--- config.mk ---
export PLATFORM = sky130hd
export DESIGN_NAME = a2d_arbiter
export DESIGN_NICKNAME = d
export VERILOG_FILES = /design/src/rtl/a2d_arb_pkg.sv /design/src/rtl/a2d_rr_pick.sv /design/src/rtl/a2d_arbiter.sv
export SDC_FILE = /design/constraint.sdc
export NUM_CORES = 1
export LEC_CHECK = 0
export BUFFER_PORTS_ARGS = -buffer_cell sky130_fd_sc_hd__buf_4
export CAP_MARGIN = 20
export CORE_MARGIN = 10
export CORE_UTILIZATION = 45
export CTS_CLUSTER_DIAMETER = 200
export DETAILED_ROUTE_END_ITERATION = 7
export GPL_ROUTABILITY_DRIVEN = 0
export GPL_TIMING_DRIVEN = 0
export HOLD_SLACK_MARGIN = 0.05
export PLACE_DENSITY = 0.81
export SETUP_SLACK_MARGIN = 0.1
export SYNTH_ARGS = -nofsm -noshare
export SYNTH_HDL_FRONTEND = slang
export SYNTH_SLANG_ARGS = --single-unit
--- constraint.sdc ---
create_clock -name clk -period 5.1 [get_ports clk]
set_input_delay 0.765 -clock clk [delete_from_list [all_inputs] [get_ports clk]]
set_output_delay 0.765 -clock clk [all_outputs]
set_load 0.01 [all_outputs]
--- src/rtl/a2d_arb_pkg.sv ---
// a2d_arb_pkg: shared FSM state type, widths and A2D channel numbers for the arbiter
package a2d_arb_pkg;
   typedef enum logic [1:0] {IDLE, START, WAIT, DELIVER} state_t;
   localparam int CHNL_W = 3;
   localparam int RES_W  = 12;
   localparam logic [CHNL_W-1:0] CH_LP  = 3'd0;
   localparam logic [CHNL_W-1:0] CH_B1  = 3'd1;
   localparam logic [CHNL_W-1:0] CH_B2  = 3'd2;
   localparam logic [CHNL_W-1:0] CH_B3  = 3'd3;
   localparam logic [CHNL_W-1:0] CH_HP  = 3'd4;
   localparam logic [CHNL_W-1:0] CH_VOL = 3'd7;
endpackage

--- src/rtl/a2d_rr_pick.sv ---
// a2d_rr_pick: combinational round-robin picker, first request at or after ptr_i
module a2d_rr_pick #(
   parameter int NUM_REQ = 4
) (
   input  logic [NUM_REQ-1:0]         req_i,
   input  logic [$clog2(NUM_REQ)-1:0] ptr_i,
   output logic [$clog2(NUM_REQ)-1:0] owner_o,
   output logic                       valid_o
);
   localparam int IDX_W = $clog2(NUM_REQ);
   logic [IDX_W-1:0] idx;
   // Walk from farthest to nearest so the closest request after ptr_i wins.
   always_comb begin
      owner_o = '0;
      valid_o = 1'b0;
      idx     = '0;
      for (int k = NUM_REQ - 1; k >= 0; k--) begin
         idx = IDX_W'((int'(ptr_i) + k) % NUM_REQ);
         if (req_i[idx]) begin
            owner_o = idx;
            valid_o = 1'b1;
         end
      end
   end
endmodule

--- src/rtl/a2d_arbiter.sv ---
// a2d_arbiter: round-robin sharing of one A2D converter among NUM_REQ requesters with timeout recovery
module a2d_arbiter
   import a2d_arb_pkg::*;
#(
   parameter int NUM_REQ = 4,
   parameter int TIMEOUT = 4096
) (
   input  logic                      clk,
   input  logic                      rst_n,
   input  logic [NUM_REQ-1:0]        req,
   input  logic [CHNL_W*NUM_REQ-1:0] req_chnnl,
   output logic [NUM_REQ-1:0]        gnt,
   output logic [NUM_REQ-1:0]        done,
   output logic [RES_W-1:0]          rd_data,
   output logic                      err,
   output logic                      busy,
   output logic                      strt_cnv,
   output logic [CHNL_W-1:0]         chnnl,
   input  logic                      cnv_cmplt,
   input  logic [RES_W-1:0]          res
);
   localparam int IDX_W = $clog2(NUM_REQ);
   localparam int CNT_W = $clog2(TIMEOUT);
   state_t             state_q;
   logic [IDX_W-1:0]   owner_q, ptr_q, pick_idx;
   logic [CNT_W-1:0]   cnt_q;
   logic               abort_q, pick_vld;
   logic [CHNL_W-1:0]  chnnl_q;
   logic [RES_W-1:0]   rd_data_q;
   logic [NUM_REQ-1:0] own_oh;
   logic [CHNL_W-1:0]  chn [NUM_REQ];

   for (genvar i = 0; i < NUM_REQ; i++) begin : g_chn
      assign chn[i] = req_chnnl[CHNL_W*i +: CHNL_W];
   end

   a2d_rr_pick #(.NUM_REQ(NUM_REQ)) u_pick (
      .req_i   (req),
      .ptr_i   (ptr_q),
      .owner_o (pick_idx),
      .valid_o (pick_vld)
   );

   always_ff @(posedge clk or negedge rst_n) begin
      if (!rst_n) begin
         state_q   <= IDLE;
         owner_q   <= '0;
         ptr_q     <= '0;
         cnt_q     <= '0;
         abort_q   <= 1'b0;
         chnnl_q   <= '0;
         rd_data_q <= '0;
      end else begin
         case (state_q)
            IDLE: if (pick_vld) begin
               owner_q <= pick_idx;
               chnnl_q <= chn[pick_idx];
               state_q <= START;
            end
            START: begin
               cnt_q   <= '0;
               abort_q <= 1'b0;
               state_q <= WAIT;
            end
            // cnt_q == 0 marks the first WAIT cycle, where a stale cnv_cmplt level is blanked.
            WAIT: begin
               cnt_q <= cnt_q + 1'b1;
               if (cnv_cmplt && cnt_q != '0) begin
                  rd_data_q <= res;
                  state_q   <= DELIVER;
               end else if (cnt_q == CNT_W'(TIMEOUT - 1)) begin
                  abort_q <= 1'b1;
                  state_q <= DELIVER;
               end
            end
            DELIVER: begin
               ptr_q   <= (owner_q == IDX_W'(NUM_REQ - 1)) ? '0 : owner_q + 1'b1;
               state_q <= IDLE;
            end
            default: state_q <= IDLE;
         endcase
      end
   end

   assign own_oh   = NUM_REQ'(1) << owner_q;
   assign gnt      = (state_q == START) ? own_oh : '0;
   assign done     = (state_q == DELIVER) ? own_oh : '0;
   assign err      = (state_q == DELIVER) && abort_q;
   assign strt_cnv = state_q == START;
   assign busy     = state_q != IDLE;
   assign chnnl    = chnnl_q;
   assign rd_data  = rd_data_q;
endmodule
==> impl_metrics.env, run 1 <==
export IMPL_critPathKind="flip-flop to primary output"
export IMPL_overflow=0
export IMPL_critPathSlowestCell="dfrtp_1"
export IMPL_drc=0
export IMPL_synth_edff_count=0
export IMPL_clkPwrFrac_pct=15.2
export IMPL_area_delta_synth_final_pct=30.8
export IMPL_final_cell_mix="56 x buf_4, 34 x dfrtp_1, 14 x inv_1, 13 x nand2_1, 13 x mux2_2"
export IMPL_postCtsSetupRepairBufs=0
export IMPL_place_ws_ns=2.92
export IMPL_stdcell_area_um2=2370
export IMPL_synthFlopType="dfrtp_1"
export IMPL_multi_input_area_um2=897
export IMPL_power_switching_share_pct=37.6
export IMPL_n_fill_cell=337
export IMPL_ys_async_sr_fraction_pct=100
export IMPL_clockBufferDepth=2
export IMPL_slew_headroom_pct=56.8
export IMPL_worst_pin_slew_ns=0.641
export IMPL_syn_area_per_cell_um2=10.5
export IMPL_skew_ns=0.00447
export IMPL_ant_nets=0
export IMPL_r2r_setup_slack_ns=3.14
export IMPL_ys_seq_area_share_pct=46.9
export IMPL_cpPeakStageDelay_ns=0.40
export IMPL_finalSetupViolCount=0
export IMPL_crit_arrival_ns=1.31
export IMPL_reg2regPathDepth=6
export IMPL_slew_violations=0
export IMPL_insertedDiodeCount=0
export IMPL_die_area_um2=6970
export IMPL_die_h_um=83.5
export IMPL_rsz0062_at_grt="false"
export IMPL_r2r_end="state_q[1]$_DFFE_PN0P_"
export IMPL_die_x_um=83.5
export IMPL_first_iter_violations=94
export IMPL_root_buffer="clkbuf_8"
export IMPL_period_minus_slack_ns=2.08
export IMPL_wl_per_cell_um=15.4
export IMPL_clock_sinks=34
export IMPL_worstHoldPathType="input port to async pin"
export IMPL_finalNetCount=276
export IMPL_p_leak_nw=1.17
export IMPL_fin_ws_ns=3.02
export IMPL_fin_util_pct=60.2
export IMPL_required_ns=4.34
export IMPL_vias_per_cell=5.12
export IMPL_start_util_pct=46.0
export IMPL_grt_pass1_wl_um=7470
export IMPL_cp_top_family="flip-flops"
export IMPL_grt_antenna_before_repair=0
export IMPL_post_cts_resized=0
export IMPL_place_port_buffers=56
export IMPL_drv_cap=0
export IMPL_seq_area_um2=851
export IMPL_yosysWarnings=0
export IMPL_drive_gt1_share_pct=34.5
export IMPL_crit_chain="inv_1, ha_1, and2_1, buf_4"
export IMPL_finalCritPeriodShare_pct=40.7
export IMPL_drt_total_wl_um=4400
export IMPL_cts_htree_levels=2
export IMPL_tns_ns=0
export IMPL_grt_total_usage_pct=12.9
export IMPL_clk_latency_ns=0.28
export IMPL_peakVddDrop_v=0.000345
export IMPL_place_area_um2=2300
export IMPL_synth_distinct_cells=37
export IMPL_mostFrequentLayoutCell="buf_4"
export IMPL_cts_buffers=5
export IMPL_synthCells=172
export IMPL_drtPass1Iterations=4
export IMPL_max_freq_mhz=482
export IMPL_grt_max_degree=35
export IMPL_core_um2=3940
export IMPL_status="completed"
export IMPL_grt_pass1_vias=1557
export IMPL_power_frac_comb_pct=49.8
export IMPL_path_max_fanout=5
export IMPL_cts_tree="yes"
export IMPL_start_kind="flip-flop"
export IMPL_dp_hpwl_um=3440
export IMPL_seqPwrFrac_pct=35.0
export IMPL_p_sw_mw=0.457
export IMPL_ios=57
export IMPL_power_density_nw_per_um2=512
export IMPL_finalPower_mw=1.21
export IMPL_finalHoldViolations=0
export IMPL_crit_cells=4
export IMPL_synth_net_count=213
export IMPL_r2r_start="cnt_q[0]$_DFFE_PN0P_"
export IMPL_ys_ff_latch=34
export IMPL_row_count=23
export IMPL_critPathBufInv=2
export IMPL_hold_buffers=0
export IMPL_p_int_mw=0.758
export IMPL_netlist_area_um2=1810
export IMPL_vias=1458
export IMPL_clkSlewWorstSetupHoldPaths_ns=0.07
export IMPL_endpoint_kind="primary output"
power by group through the flow:
stage	sequential, mW	combinational (mW)	clock, mW
after floorplan	0.447	0.341	0
after global placement	0.424	0.592	0
after detailed placement	0.430	0.611	0
after CTS	0.425	0.612	0.189
after global routing	0.440	0.669	0.204
final	0.425	0.605	0.185
Yosys cell counts, types with 4 or more instances:
| master | instances | share of area (%) |
|---|---|---|
| dfrtp_1 | 34 | 47 |
| inv_1 | 14 | 2.9 |
| mux2_2 | 13 | 8.1 |
| nand2_1 | 13 | 2.7 |
| nor2_1 | 12 | 2.5 |
| ha_1 | 10 | 6.9 |
| and2_1 | 9 | 3.1 |
| a21oi_1 | 7 | 1.9 |
| mux2i_1 | 6 | 3.3 |
| nand3_1 | 5 | 1.4 |
| o21ai_0 | 5 | 1.4 |
| o22ai_1 | 4 | 1.4 |
cells by family (layout without fill, tap and decap cells):
logic type,count (synthesis),count (layout),synth area share (%)
AND/OR/NAND/NOR,57,57,16.3
flip-flops,34,34,46.9
AO/OA/AOI/OAI,27,27,10.6
multiplexers,21,21,12.8
buffers and inverters,17,80,3.59
adder cells (fa/ha/maj),10,10,6.90
XOR/XNOR,6,6,2.90
registers in the layout, indices dropped and copies added, names as in the netlist:
name and flops:
abort_q 1, chnnl 3, cnt_q 12, owner_q 2, ptr_q 2, rd_data 12
state_q 2
layout make-up:
cell class | instances | share of cell area (%)
buffer | 3 | 0.527
multi-input combinational | 121 | 37.8
clock buffer | 7 | 3.22
sequential | 34 | 35.9
inverter | 14 | 2.22
timing repair buffer | 56 | 17.7
tap | 50 | 2.64
metal layers:
metal  vias up  GRT usage [%]  share of wire, %
li1        725              -                 -
met3         5           4.98               7.6
met4         0           5.02               1.3
met2        35           22.2                50
met5         -              0                 0
met1       693           13.8                41
stage by stage:
stage	hold WS (ns)	instances
4_1_cts	0.438	285
5_1_grt	0.441	285
2_1_floorplan	0.455	172
3_3_place_gp	0.471	278
3_5_place_dp	0.486	278
6_report	0.421	285
how the worst max path moves through the flow:
stage / startpoint / endpoint / slack [ns]
2_1_floorplan: req[1] / chnnl[0]$_DFFE_PN0P_ / 3.23
3_3_place_gp: req[1] / chnnl[0]$_DFFE_PN0P_ / 2.94
3_5_place_dp: req[1] / chnnl[0]$_DFFE_PN0P_ / 2.92
4_1_cts: state_q[1]$_DFFE_PN0P_ / gnt[1] / 3.01
5_1_grt: state_q[1]$_DFFE_PN0P_ / gnt[2] / 2.92
6_report: state_q[1]$_DFFE_PN0P_ / gnt[1] / 3.02
Power figures use the tool's default switching activity.
==> inputs of run 2 (changes only) <==
Settings changed: PLACE_DENSITY 0.81 to 0.84.
Clock period 5.1 ns to 1.67 ns, I/O delays scaled along.
==> run 2 against run 1 <==
Effect of this change: the flow now finishes with violations (setup timing); clock power rose to 4.1 times the previous value; hold slack worse by 0.23 ns; critical endpoint is now state_q[1]$_DFFE_PN0P_; sequential share of layout area down 4.6 points; combinational power rose to 3.7 times the previous value; critical path depth up 1; die area unchanged; core utilization up 9.6 points; cell count up 7.7%.
==> impl_metrics.env, run 2 (synthesis results as in run 1) <==
export IMPL_drc=0
export IMPL_endpoint_kind="flip-flop"
export IMPL_place_port_buffers=56
export IMPL_critPathKind="flip-flop to flip-flop"
export IMPL_power_density_nw_per_um2=1560
export IMPL_grt_antenna_before_repair=0
export IMPL_row_count=23
export IMPL_ios=57
export IMPL_core_um2=3940
export IMPL_clock_sinks=34
export IMPL_wl_per_cell_um=17.1
export IMPL_slew_headroom_pct=54.5
export IMPL_worstHoldPathType="input port to flip-flop"
export IMPL_ant_nets=0
export IMPL_drtPass1Iterations=5
export IMPL_finalHoldViolations=0
export IMPL_min_from="res[5]"
export IMPL_rsz0062_at_grt="true"
export IMPL_r2r_start="cnt_q[3]$_DFFE_PN0P_"
export IMPL_overflow=0
export IMPL_crit_arrival_ns=1.97
export IMPL_insertedDiodeCount=0
export IMPL_drv_cap=0
export IMPL_tns_ns=-1.30
export IMPL_peakVddDrop_v=0.000963
export IMPL_finalHoldWorstSlack_ns=0.188
export IMPL_finalNonFillerCells=307
export IMPL_die_area_um2=6970
export IMPL_cts_tree="yes"
export IMPL_worst_pin_slew_ns=0.675
export IMPL_period_minus_slack_ns=1.80
export IMPL_grt_pass1_wl_um=7960
export IMPL_startpoint="cnt_q[3]$_DFFE_PN0P_"
export IMPL_slew_violations=0
export IMPL_grt_max_degree=35
export IMPL_status="finished, violations left"
export IMPL_n_fill_cell=270
export IMPL_finalCritPeriodShare_pct=108
export IMPL_dp_hpwl_um=3450
export IMPL_start_kind="flip-flop"
export IMPL_mostFrequentLayoutCell="buf_4"
export IMPL_clockBufferDepth=2
export IMPL_max_freq_mhz=555
export IMPL_root_buffer="clkbuf_8"
export IMPL_cts_htree_levels=2
export IMPL_cts_buffers=5
export IMPL_placed_cells=278
export IMPL_finalSetupViolCount=18
export IMPL_die_h_um=83.5
export IMPL_drive_gt1_share_pct=49.4
export IMPL_clk_latency_ns=0.29
export IMPL_die_x_um=83.5
export IMPL_start_util_pct=46.0
export IMPL_area_delta_synth_final_pct=51.6
export IMPL_violations="setup timing"
export IMPL_vias_per_cell=5.31
export IMPL_drt_total_wl_um=5250
export IMPL_final_cell_mix="72 x buf_4, 28 x dfrtp_1, 13 x inv_1, 13 x nand2_1, 13 x mux2_2"
export IMPL_finalNetCount=297
export IMPL_skew_ns=0.00735
export IMPL_required_ns=1.84
export IMPL_path_max_fanout=5
export IMPL_p_leak_nw=1.31
export IMPL_finalPower_mw=4.29
export IMPL_grt_pass1_vias=1672
export IMPL_grt_total_usage_pct=13.3
export IMPL_clkSlewWorstSetupHoldPaths_ns=0.07
export IMPL_first_iter_violations=86
export IMPL_fin_ws_ns=-0.133
export IMPL_vias=1629
run 2: per-stage QoR:
stage / utilization, % / area (µm²) / setup WS, ns
global route: 69.7 / 2750 / -0.218
CTS: 65.4 / 2580 / -0.125
finish: 69.7 / 2750 / -0.133
detailed placement: 58.6 / 2310 / -0.179
floorplan: - / 1830 / 0.0418
global placement: 58.6 / 2310 / -0.155
run 2: area by class of cell:
type                            instances  area, µm²  area share, %
Multi-Input combinational cell        121       1030           37.4
Sequential cell                        34        858           31.2
Timing Repair Buffer                   77        609           22.2
Clock buffer                            5       68.8           2.50
Tap cell                               50       62.6           2.28
Inverter                               14       52.6           1.91
Clock inverter                          3       45.0           1.64
Buffer                                  3       23.8          0.865
run 2: final timing paths:
path,end,slack (ns),cells past startpoint
worst min-delay path,rd_data[5]$_DFFE_PN0P_,0.19,2
worst min register to register,chnnl[0]$_DFFE_PN0P_,0.50,2
worst max register to register,state_q[1]$_DFFE_PN0P_,-0.13,5
min in group asynchronous,chnnl[0]$_DFFE_PN0P_,0.45,2
worst max-delay path,state_q[1]$_DFFE_PN0P_,-0.13,5
max in group asynchronous,cnt_q[2]$_DFFE_PN0P_,0.88,2
run 2: what timing repair did:
| item | CTS | global route |
|---|---|---|
| hold buffers | 1 | 0 |
| cloned | 0 | 1 |
| setup endpoints to repair | 20 | 31 |
| gates resized for setup | 14 | 18 |
| buffers inserted | 10 | 9 |
| hold endpoints to repair | 34 | 0 |
| pin swaps | 8 | 4 |
run 2: where the power goes:
group	switching (mW)	total [mW]	internal, mW
Sequential	0.203	1.32	1.11
Clock	0.309	0.753	0.444
Combinational	1.06	2.22	1.16
run 2: per-layer routing:
layer  up-vias  GRT usage, %  share of wire [%]  wire [µm]
li1        768             -                  -          -
met1       789          14.5                 38       1980
met2        52          24.3                 54       2830
met3        20          4.39                5.9        310
met4         0          3.20                2.5        133
met5         -             0                  0          0
run 2: worst max-delay path: stages, from the launching register on:
cell	delay, ns
dfrtp_2	0.47
nor4_4	0.29
nand4_1	0.22
a21oi_2	0.23
a41o_1	0.17
mux2_4	0.31
==> inputs of run 3 (changes only) <==
Settings changed: CORE_ASPECT_RATIO from default to 0.5.
==> run 3 against run 2 <==
Effect of this change: global-route usage hardly changed; critical path type unchanged; first-iteration DRC count up 140%; die area up 2.2%; critical endpoint unchanged; the run still ends with setup timing left; sequential share of layout area down 0.69 points; via count increased by 3.4%; non-clock buffer count decreased by 3; sequential power about the same.
==> impl_metrics.env, run 3 (synthesis results as in run 1) <==
export IMPL_status="finished, violations left"
export IMPL_violations="setup timing"
export IMPL_drv_cap=0
export IMPL_first_iter_violations=203
export IMPL_cp_top_family="compound AO/OA/AOI/OAI gates"
export IMPL_clk_latency_ns=0.29
export IMPL_power_density_nw_per_um2=1610
export IMPL_grt_total_usage_pct=13.4
export IMPL_finalSetupViolCount=14
export IMPL_worst_pin_slew_ns=0.638
export IMPL_grt_max_degree=35
export IMPL_worstHoldPathType="input port to flip-flop"
export IMPL_finalCritPeriodShare_pct=109
export IMPL_r2r_start="cnt_q[4]$_DFFE_PN0P_"
export IMPL_place_port_buffers=56
export IMPL_placed_cells=282
export IMPL_critPathBufInv=0
export IMPL_cts_tree="yes"
export IMPL_crit_chain="nand2_1, o41ai_4, a21oi_2, a41o_1, mux2_4"
export IMPL_fin_ws_ns=-0.150
export IMPL_skew_ns=0.0115
export IMPL_final_cell_mix="60 x buf_4, 28 x dfrtp_1, 13 x nand2_1, 13 x mux2_2, 12 x buf_6"
export IMPL_mostFrequentLayoutCell="buf_4"
export IMPL_required_ns=1.85
export IMPL_finalNetCount=294
export IMPL_peakVddDrop_v=0.000699
export IMPL_worstHoldPathCells=2
export IMPL_finalHoldViolations=0
export IMPL_start_util_pct=46.7
export IMPL_finalHoldWorstSlack_ns=0.194
export IMPL_root_buffer="clkbuf_8"
export IMPL_critPathSlowestCell="dfrtp_1"
export IMPL_min_from="res[0]"
export IMPL_ios=57
export IMPL_drt_total_wl_um=5860
export IMPL_grt_antenna_before_repair=0
export IMPL_die_area_um2=7120
export IMPL_r2r_end="state_q[1]$_DFFE_PN0P_"
export IMPL_fin_util_pct=72.4
export IMPL_drtPass1Iterations=5
export IMPL_overflow=0
export IMPL_slew_headroom_pct=57.0
export IMPL_clock_sinks=34
export IMPL_critPathKind="flip-flop to flip-flop"
export IMPL_endpoint_kind="flip-flop"
export IMPL_vias_per_cell=5.47
export IMPL_die_h_um=64.9
export IMPL_r2r_setup_slack_ns=-0.15
export IMPL_cts_buffers=5
export IMPL_insertedDiodeCount=0
export IMPL_cts_htree_levels=2
export IMPL_core_um2=3880
export IMPL_row_count=16
export IMPL_clkSlewWorstSetupHoldPaths_ns=0.08
export IMPL_area_delta_synth_final_pct=55.1
export IMPL_rsz0062_at_grt="true"
export IMPL_max_freq_mhz=550
export IMPL_p_leak_nw=1.32
export IMPL_finalNonFillerCells=308
export IMPL_clockBufferDepth=2
export IMPL_start_kind="flip-flop"
export IMPL_dp_hpwl_um=3360
export IMPL_cpPeakStageDelay_ns=0.50
export IMPL_grt_pass1_wl_um=7780
export IMPL_wl_per_cell_um=19.0
export IMPL_die_x_um=110
export IMPL_path_max_fanout=7
export IMPL_vias=1684
export IMPL_period_minus_slack_ns=1.82
export IMPL_hold_path_end="rd_data[0]$_DFFE_PN0P_"
export IMPL_ant_nets=0
export IMPL_drive_gt1_share_pct=54.3
export IMPL_drc=0
export IMPL_slew_violations=0
export IMPL_grt_pass1_vias=1623
export IMPL_reg2regPathDepth=5
export IMPL_crit_arrival_ns=2.00
run 3: per-stage QoR:
stage | worst slack [ns] | total power [mW] | area (µm²) | TNS (ns)
2_1_floorplan | 0.0418 | 2.42 | 1830 | 0
3_3_place_gp | -0.155 | 3.12 | 2310 | -0.649
3_5_place_dp | -0.197 | 3.20 | 2310 | -1.13
4_1_cts | -0.112 | 4.08 | 2580 | -0.638
5_1_grt | -0.200 | 4.74 | 2810 | -2.20
6_report | -0.150 | 4.51 | 2810 | -1.52
run 3: repair_timing:
item	in CTS	in global routing
hold buffers	1	0
setup buffers	8	8
resized for setup	21	40
pin swaps	7	16
endpoints found under the hold margin	34	0
setup endpoints to repair	23	35
cloned	0	1
run 3: worst register-to-register path: stages, from the launching register on:
cell and delay (ns):
dfrtp_1 0.50, nand2_1 0.15, o41ai_4 0.41, a21oi_2 0.08, a41o_1 0.26, mux2_4 0.30
run 3: final cells by class:
cell class,instances,area [µm²]
multi-input cells,121,1080
well taps,54,67.6
repair buffers,74,621
inverters,14,52.6
clock buffers,8,110
fillers,226,1070
plain buffers,3,25.0
flip-flops and latches,34,858
run 3: power by group:
| group | leakage [nW] | internal, mW | switching, mW |
|---|---|---|---|
| combinational | 0.840 | 1.27 | 1.18 |
| clock | 0.0575 | 0.417 | 0.306 |
| sequential | 0.424 | 1.11 | 0.229 |
run 3: metal layers:
| layer | wire (µm) | GRT usage, % | part of all wire [%] |
|---|---|---|---|
| met5 | 0 | 0 | 0 |
| met1 | 2190 | 14.0 | 37 |
| met4 | 78 | 4.19 | 1.3 |
| met2 | 3210 | 25.1 | 55 |
| met3 | 378 | 4.24 | 6.5 |
run 3: worst max-delay path by stage:
stage                         startpoint                endpoint  slack (ns)  cells after the start
global route        cnt_q[4]$_DFFE_PN0P_  state_q[1]$_DFFE_PN0P_       -0.20                      5
CTS                 cnt_q[1]$_DFFE_PN0P_  state_q[1]$_DFFE_PN0P_       -0.11                      6
finish              cnt_q[4]$_DFFE_PN0P_  state_q[1]$_DFFE_PN0P_       -0.15                      5
floorplan           cnt_q[6]$_DFFE_PN0P_  state_q[1]$_DFFE_PN0P_        0.04                      5
detailed placement  cnt_q[7]$_DFFE_PN0P_  state_q[1]$_DFFE_PN0P_       -0.20                      5
global placement    cnt_q[6]$_DFFE_PN0P_  state_q[1]$_DFFE_PN0P_       -0.15                      5
